[src/rtl/neuron_slice_router.sv]
`default_nettype none
// ============================================================================
// Module   : neuron_slice_router
// Brief    : Registered Wishbone-slave address router for the neuron core
//            slices (synapse matrix, parameter bank, spike-out register).
//            Decodes one transfer at a time into one-hot slice selects plus
//            a slice-local word address, waits for the slice ack, and
//            terminates unmapped or silent accesses locally.
//            Optional build macro: NSR_ERR_RESP_EN (adds wbs_err_o; unmapped
//            and timed-out transfers then end with err instead of ack).
// Revision : 1.0 - initial release
// ============================================================================
module neuron_slice_router #(
    parameter logic [31:0] BASE_ADDR   = 32'h3000_0000,
    parameter int          SYN_ADDR_W  = 10,
    parameter int          NUM_PARAMS  = 32,
    parameter int          PSTRIDE_W   = 4,
    parameter int          PARAM_WORDS = 3,
    parameter int          TIMEOUT     = 15
) (
    input  logic                          wb_clk_i,
    input  logic                          wb_rst_i,
    input  logic                          wbs_cyc_i,
    input  logic                          wbs_stb_i,
    input  logic                          wbs_we_i,
    input  logic [31:0]                   wbs_adr_i,
    output logic                          wbs_ack_o,
`ifdef NSR_ERR_RESP_EN
    output logic                          wbs_err_o,
`endif
    output logic [31:0]                   wbs_dat_o,
    output logic                          sel_syn_o,
    output logic                          sel_param_o,
    output logic                          sel_spike_o,
    output logic [$clog2(NUM_PARAMS)-1:0] param_num_o,
    output logic [SYN_ADDR_W-3:0]         local_addr_o,
    output logic                          slice_we_o,
    input  logic                          slice_ack_i,
    input  logic [31:0]                   syn_dat_i,
    input  logic [31:0]                   param_dat_i,
    input  logic [31:0]                   spike_dat_i
);

    localparam int          c_PNUM_W      = $clog2(NUM_PARAMS);
    localparam int          c_LADDR_W     = SYN_ADDR_W - 2;
    localparam logic [31:0] c_SYN_BYTES   = 32'(2 ** SYN_ADDR_W);
    localparam logic [31:0] c_STRIDE      = 32'(2 ** PSTRIDE_W);
    localparam logic [31:0] c_SPK_OFF     = c_SYN_BYTES + 32'(NUM_PARAMS) * c_STRIDE;
    localparam int          c_SPK_OFF_W   = $clog2(c_SPK_OFF + 32'd4);
    localparam logic [31:0] c_PARAM_WORDS = 32'(PARAM_WORDS);
    localparam logic [7:0]  c_TIMEOUT     = 8'(TIMEOUT);

    localparam logic [1:0] S_IDLE   = 2'd0;
    localparam logic [1:0] S_DECODE = 2'd1;
    localparam logic [1:0] S_WAIT   = 2'd2;
    localparam logic [1:0] S_RESP   = 2'd3;

    logic [1:0]           r_state;
    logic [1:0]           w_state_nxt;
    logic [31:0]          r_adr;
    logic                 r_we;
    logic [7:0]           r_cnt;
    logic [7:0]           w_cnt_nxt;
    logic                 w_timeout;
    logic                 r_term_ok;
    logic                 r_ack;
    logic [31:0]          r_dat;
    logic                 r_sel_syn;
    logic                 r_sel_param;
    logic                 r_sel_spike;
    logic [c_PNUM_W-1:0]  r_param_num;
    logic [c_LADDR_W-1:0] r_local_addr;
    logic                 r_slice_we;
    logic                 w_resp_busy;
    logic                 w_start;

    logic                 w_base_hit;
    logic [31:0]          w_off;
    logic [31:0]          w_rel;
    logic [31:0]          w_slot;
    logic [31:0]          w_word;
    logic                 w_hit_syn;
    logic                 w_hit_param;
    logic                 w_hit_spike;
    logic                 w_mapped;
    logic [c_LADDR_W-1:0] w_laddr;
    logic                 w_unused_slot;

    // Address decode of the latched transfer; the base check covers every bit
    // above the spike word so aliases of the core window are rejected.
    assign w_base_hit  = (r_adr[31:c_SPK_OFF_W] == BASE_ADDR[31:c_SPK_OFF_W]);
    assign w_off       = r_adr - BASE_ADDR;
    assign w_rel       = w_off - c_SYN_BYTES;
    assign w_slot      = w_rel >> PSTRIDE_W;
    assign w_word      = (w_rel & (c_STRIDE - 32'd1)) >> 2;
    assign w_hit_syn   = w_base_hit && (w_off < c_SYN_BYTES);
    assign w_hit_param = w_base_hit && (w_off >= c_SYN_BYTES) && (w_off < c_SPK_OFF)
                         && (w_word < c_PARAM_WORDS);
    assign w_hit_spike = w_base_hit && (w_off[31:2] == c_SPK_OFF[31:2]);
    assign w_mapped    = w_hit_syn || w_hit_param || w_hit_spike;
    assign w_unused_slot = &{1'b0, w_slot[31:c_PNUM_W]};

    // Slice-local word address: synapse word index, slot-local word for params, 0 for spike
    always_comb begin
        w_laddr = '0;
        if (w_hit_syn) begin
            w_laddr = w_off[SYN_ADDR_W-1:2];
        end else if (w_hit_param) begin
            w_laddr = w_word[c_LADDR_W-1:0];
        end
    end

    // Handshake gating: while the one-cycle response is on the bus the master
    // still holds stb, so that edge must not launch a new transfer.
`ifdef NSR_ERR_RESP_EN
    logic r_err;
    assign wbs_err_o   = r_err;
    assign w_resp_busy = r_ack | r_err;
`else
    logic w_unused_term;
    assign w_unused_term = r_term_ok;
    assign w_resp_busy   = r_ack;
`endif
    assign w_start   = wbs_cyc_i & wbs_stb_i & ~w_resp_busy;
    assign w_cnt_nxt = r_cnt + 8'd1;
    assign w_timeout = (w_cnt_nxt >= c_TIMEOUT);

    // State register
    always_ff @(posedge wb_clk_i) begin
        if (wb_rst_i) begin
            r_state <= S_IDLE;
        end else begin
            r_state <= w_state_nxt;
        end
    end

    // Next-state logic; a dropped cycle abandons the transfer without a response
    always_comb begin
        w_state_nxt = r_state;
        case (r_state)
            S_IDLE: begin
                if (w_start) w_state_nxt = S_DECODE;
            end
            S_DECODE: begin
                if (!wbs_cyc_i)    w_state_nxt = S_IDLE;
                else if (w_mapped) w_state_nxt = S_WAIT;
                else               w_state_nxt = S_RESP;
            end
            S_WAIT: begin
                if (!wbs_cyc_i)                    w_state_nxt = S_IDLE;
                else if (slice_ack_i || w_timeout) w_state_nxt = S_RESP;
            end
            S_RESP:  w_state_nxt = S_IDLE;
            default: w_state_nxt = S_IDLE;
        endcase
    end

    // Wait-cycle counter: counts cycles spent in WAIT, zero everywhere else
    always_ff @(posedge wb_clk_i) begin
        if (wb_rst_i) begin
            r_cnt <= 8'd0;
        end else if (r_state == S_WAIT) begin
            r_cnt <= w_cnt_nxt;
        end else begin
            r_cnt <= 8'd0;
        end
    end

    // Transfer datapath: latch request, drive selects during WAIT, capture data, respond
    always_ff @(posedge wb_clk_i) begin
        if (wb_rst_i) begin
            r_adr        <= '0;
            r_we         <= 1'b0;
            r_term_ok    <= 1'b0;
            r_ack        <= 1'b0;
            r_dat        <= '0;
            r_sel_syn    <= 1'b0;
            r_sel_param  <= 1'b0;
            r_sel_spike  <= 1'b0;
            r_param_num  <= '0;
            r_local_addr <= '0;
            r_slice_we   <= 1'b0;
`ifdef NSR_ERR_RESP_EN
            r_err        <= 1'b0;
`endif
        end else begin
            r_ack <= 1'b0;
`ifdef NSR_ERR_RESP_EN
            r_err <= 1'b0;
`endif
            case (r_state)
                S_IDLE: begin
                    if (w_start) begin
                        r_adr <= wbs_adr_i;
                        r_we  <= wbs_we_i;
                    end
                end
                S_DECODE: begin
                    r_dat     <= '0;
                    r_term_ok <= 1'b0;
                    if (wbs_cyc_i && w_mapped) begin
                        r_sel_syn    <= w_hit_syn;
                        r_sel_param  <= w_hit_param;
                        r_sel_spike  <= w_hit_spike;
                        r_param_num  <= w_hit_param ? w_slot[c_PNUM_W-1:0] : '0;
                        r_local_addr <= w_laddr;
                        r_slice_we   <= r_we;
                    end
                end
                S_WAIT: begin
                    if (!wbs_cyc_i || slice_ack_i || w_timeout) begin
                        r_sel_syn    <= 1'b0;
                        r_sel_param  <= 1'b0;
                        r_sel_spike  <= 1'b0;
                        r_param_num  <= '0;
                        r_local_addr <= '0;
                        r_slice_we   <= 1'b0;
                        if (wbs_cyc_i && slice_ack_i) begin
                            r_term_ok <= 1'b1;
                            r_dat     <= r_sel_syn   ? syn_dat_i   :
                                         r_sel_param ? param_dat_i :
                                         r_sel_spike ? spike_dat_i : 32'd0;
                        end
                    end
                end
                S_RESP: begin
`ifdef NSR_ERR_RESP_EN
                    r_ack <= r_term_ok;
                    r_err <= ~r_term_ok;
`else
                    r_ack <= 1'b1;
`endif
                end
                default: ;
            endcase
        end
    end

    assign wbs_ack_o    = r_ack;
    assign wbs_dat_o    = r_dat;
    assign sel_syn_o    = r_sel_syn;
    assign sel_param_o  = r_sel_param;
    assign sel_spike_o  = r_sel_spike;
    assign param_num_o  = r_param_num;
    assign local_addr_o = r_local_addr;
    assign slice_we_o   = r_slice_we;

endmodule
`default_nettype wire

[config.mk]
export PLATFORM = sky130hd
export DESIGN_NAME = neuron_slice_router
export DESIGN_NICKNAME = d
export VERILOG_FILES = /design/src/rtl/neuron_slice_router.sv
export SDC_FILE = /design/constraint.sdc
export NUM_CORES = 1
export LEC_CHECK = 0
export CAP_MARGIN = 20
export CORE_ASPECT_RATIO = 0.8
export CORE_MARGIN = 5
export CORE_UTILIZATION = 46
export DETAILED_ROUTE_END_ITERATION = 6
export PLACE_DENSITY = 0.86
export SLEW_MARGIN = 20
export SYNTH_ARGS = -nofsm -noshare
export SYNTH_HDL_FRONTEND = slang
export SYNTH_SLANG_ARGS = --single-unit
[constraint.sdc]
create_clock -name wb_clk_i -period 3.8 [get_ports wb_clk_i]
set_input_delay 0.76 -clock wb_clk_i [delete_from_list [all_inputs] [get_ports wb_clk_i]]
set_output_delay 0.76 -clock wb_clk_i [all_outputs]
set_load 0.02 [all_outputs]
==> summary.txt <==
Run status
  – Outcome: complete, no violations

Layout
  – Design area: 0.00635 mm²
  – Fillers: 719
  – Area of the multi-input gates: 0.00221 mm²
  – Fin nets: 825
  – Area grow syn2layout: 49.9%
  – Reg area: 0.00182 mm²
  – Fraction of layout cells with a size suffix above 1: 4.93%
  – Diodes inserted: 0

STA
  – Min Tclk post-route: 2430 ps
  – Setup Viol. Count Final: 0
  – Tightest Pin Transition: 828 ps
  – Fmax: 411 MHz
  – Crit share post-route: 64.0%
  – Setup ws final: 1370 ps
  – Clock skew: 11.5 ps
  – RSZ-0062 raised after global routing: no
  – Total negative setup slack: 0 ps
  – Hold Fails Final Rpt: 0
  – Final Max Tran Viols: 0
  – Worst slew margin: 44.8%

Clock tree
  – Hold Buf Count CTS: 0
  – Cts bufs inserted: 9
  – Clock Pin Slew Worst Setup and Hold Paths: 60 ps
  – Clk sink count: 91
  – Setup Buffers After CTS: 0
  – Worst-case clock buffer depth: 2
  – CTS H-Tree Depth: 3
  – CTS tree: built
  – Worst skew pair latency: 330 ps
  – Post-cts resize count: 0
  – CTS root buffer: clkbuf_16

Pwr
  – Peak VDD IR: 0.000235 V
  – Combinational Power Share: 17.0%
  – Seq pwr share: 46.1%
  – Total power draw: 2170 µW
  – Clock Power Share: 36.9%
  – Net Sw Frac: 25.3%
  – Pleak: 0.00217 µW
  – PD cells: 342 mW/mm²
  – Pint: 1620 µW
  – Switching power: 550 µW

Worst setup path
  – Slowest cell on crit path: clkdlybuf4s50_1
  – CP Class: flop to output port
  – CP Capture Type: output port
  – Critical Path AT: 1670 ps
  – Crit path from: sel_param_o$_SDFFE_PP0P_
  – Critical Path RT: 3040 ps
  – Setup crit start kind: flop
  – Crit path largest cell delay: 680 ps
  – Crit path capture: sel_param_o
  – Crit path depth: 2
  – FF-to-FF Start: r_adr[31]$_SDFFE_PP0P_
  – Delay-heaviest family, CP: buffers and inverters
  – CP cell instances: buf_4 > clkdlybuf4s50_1
  – Flop-to-flop setup slack: 1370 ps
  – Reg2Reg Depth: 6
  – WP buf/inv: 2
  – Worst R2R End: param_num_o[3]$_SDFFE_PP0P_
  – CP max FO: 35

Route
  – Vias per cell: 5.26
  – WL final: 12.5 mm
  – Routed len/inst: 15.5 µm
  – Number of iterations in the first detailed-routing pass: 5
  – Residual DRC: 0
  – Via count: 4231
  – Post-DRT Antenna Nets: 0
  – Detailed Route Iter0 Violations: 236

Die
  – DIE WIDTH: 117 µm
  – Die area: 0.0112 mm²
  – Initial Utilization: 46.9%
  – CORE AREA: 0.00904 mm²
  – I/O pins: 184
  – Die Y: 95.8 µm
  – Row count: 31

Synthesis
  – Xor and xnor area share after synthesis: 1.24%
  – Top cells by count, synth: nand2_1, dfxtp_1, a22oi_1
  – Mean Syn Cell Area: 8.00 µm²
  – Most frequent cell after synthesis: nand2_1
  – Main combinational cell family by area after synthesis: simple AND/OR/NAND/NOR gates
  – Syn nets: 670
  – Synth Flop Type: dfxtp_1
  – Mapped Cells: 529
  – Register bit total from synthesis: 91
  – Cell variety after synth: 38
  – Seq/Total Area, Yosys: 43.0%
  – Compound-gate portion of the synthesized area: 21.2%
  – Cell Area, Synth: 0.00423 mm²
  – Simple-gate portion of the synthesized area: 22.5%
  – Mux cell area share after synthesis: 4.76%
  – Post-synth ARST share: 0%
  – Synth top area share: 43.0%
  – Post-synthesis adder-cell area fraction: 2.07%
  – Synth area leader: dfxtp_1
  – Yosys warns: 0
  – Synth area leaders: dfxtp_1, a22oi_1, nand2_1, mux2i_1, nor2_1
  – Number of enable flip-flop cells after synthesis: 0

GRT
  – Vias in the first global route: 4053
  – Largest net degree at the start of global routing: 88
  – Global route overflow: 0
  – Gr usage total: 21.2%
  – Met1 usage: 25.7%
  – GR peak layer: met2
  – GR Layer Usage met2: 36.9%
  – First-pass GRT wire length: 19.2 mm
  – Initial antenna violation count: 0
  – GR Util met3: 5.41%

Job
  – # Max-Cap Violations: 0

Placement
  – Global placement routability congestion: 0.863
  – PortBufs: 181
  – HPWL Detailed: 9.39 mm
  – Placed cell area: 0.00607 mm²
  – Worst slack, placed: 1070 ps

Worst hold path
  – Hold/Removal Path Class: flop to flop
-- sequential cells by signal (all words and copies together) (netlist names) --
name and cells:
sel_param_o 1, slice_we_o 1, r_state 2, sel_syn_o 1
sel_spike_o 1, r_we 1, wbs_ack_o 1, param_num_o 5
wbs_dat_o 32, r_adr 30, r_cnt 8, local_addr_o 8
-- power groups by stage --
stage               clock (µW)  combinational, µW  sequential, µW
floorplan                    0                201            1020
global placement             0                358            1020
detailed placement           0                367            1020
CTS                        814                368            1000
global route               863                396            1000
finish                     801                369            1000
-- how the worst min path moves through the flow --
| stage | startpoint | to | slack, ps | cells after the start |
|---|---|---|---|---|
| 3_5_place_dp | r_adr[14]$_SDFFE_PP0P_ | r_adr[14]$_SDFFE_PP0P_ | 450 | 2 |
| 5_1_grt | r_adr[14]$_SDFFE_PP0P_ | r_adr[14]$_SDFFE_PP0P_ | 480 | 2 |
| 6_report | r_adr[17]$_SDFFE_PP0P_ | r_adr[17]$_SDFFE_PP0P_ | 460 | 2 |
| 3_3_place_gp | r_adr[29]$_SDFFE_PP0P_ | r_adr[29]$_SDFFE_PP0P_ | 440 | 2 |
| 4_1_cts | r_adr[14]$_SDFFE_PP0P_ | r_adr[14]$_SDFFE_PP0P_ | 460 | 2 |
| 2_1_floorplan | r_adr[27]$_SDFFE_PP0P_ | r_adr[27]$_SDFFE_PP0P_ | 430 | 2 |
-- cells in the final DEF, fill, tap and decap left out, types with 3 or more instances in the layout --
cell,instances
nand3_1,18
o21ai_0,34
inv_1,8
and2_1,4
a22oi_1,65
mux2i_1,19
nand2b_1,21
ha_1,7
clkdlybuf4s50_1,180
xor2_1,4
clkbuf_16,9
buf_4,8
nor4_1,3
nor2_1,44
clkinv_2,3
a21oi_1,34
nand2_1,103
dfxtp_1,90
-- layout make-up --
cell class	count	area share (%)
multi-input cells	385	34.9
repair buffers	189	29.4
clock inverters	6	0.631
flip-flops and latches	91	28.7
inverters	8	0.473
well taps	115	2.27
clock buffers	10	3.61
-- stage by stage --
step | util (%) | instances | hold WS (ps)
2_1_floorplan | - | 529 | 431
3_3_place_gp | 67.1 | 788 | 441
3_5_place_dp | 67.2 | 788 | 448
4_1_cts | 70.2 | 804 | 457
5_1_grt | 70.2 | 804 | 478
6_report | 70.2 | 804 | 457
-- worst reg2reg max path: stages, from the launching register on --
cell	delay [ps]
dfxtp_1	320
nor4_1	470
nand3_1	290
or4_1	560
a22oi_2	170
buf_4	310
mux2i_1	240
-- logic make-up (layout without fill, tap and decap cells) --
kind of cell,after synthesis,in the layout
adder cells (fa/ha/maj),7,7
flip-flops,91,91
AO/OA/AOI/OAI,141,141
XOR/XNOR,6,6
AND/OR/NAND/NOR,211,211
buffers and inverters,53,213
multiplexers,20,20
-- layer usage --
| metal | part of all wire [%] | up-vias |
|---|---|---|
| met5 | 0 | - |
| met2 | 50 | 131 |
| met4 | 2.3 | 0 |
| li1 | - | 2140 |
| met1 | 41 | 1939 |
| met3 | 6.7 | 21 |
Power figures use the tool's default switching activity.
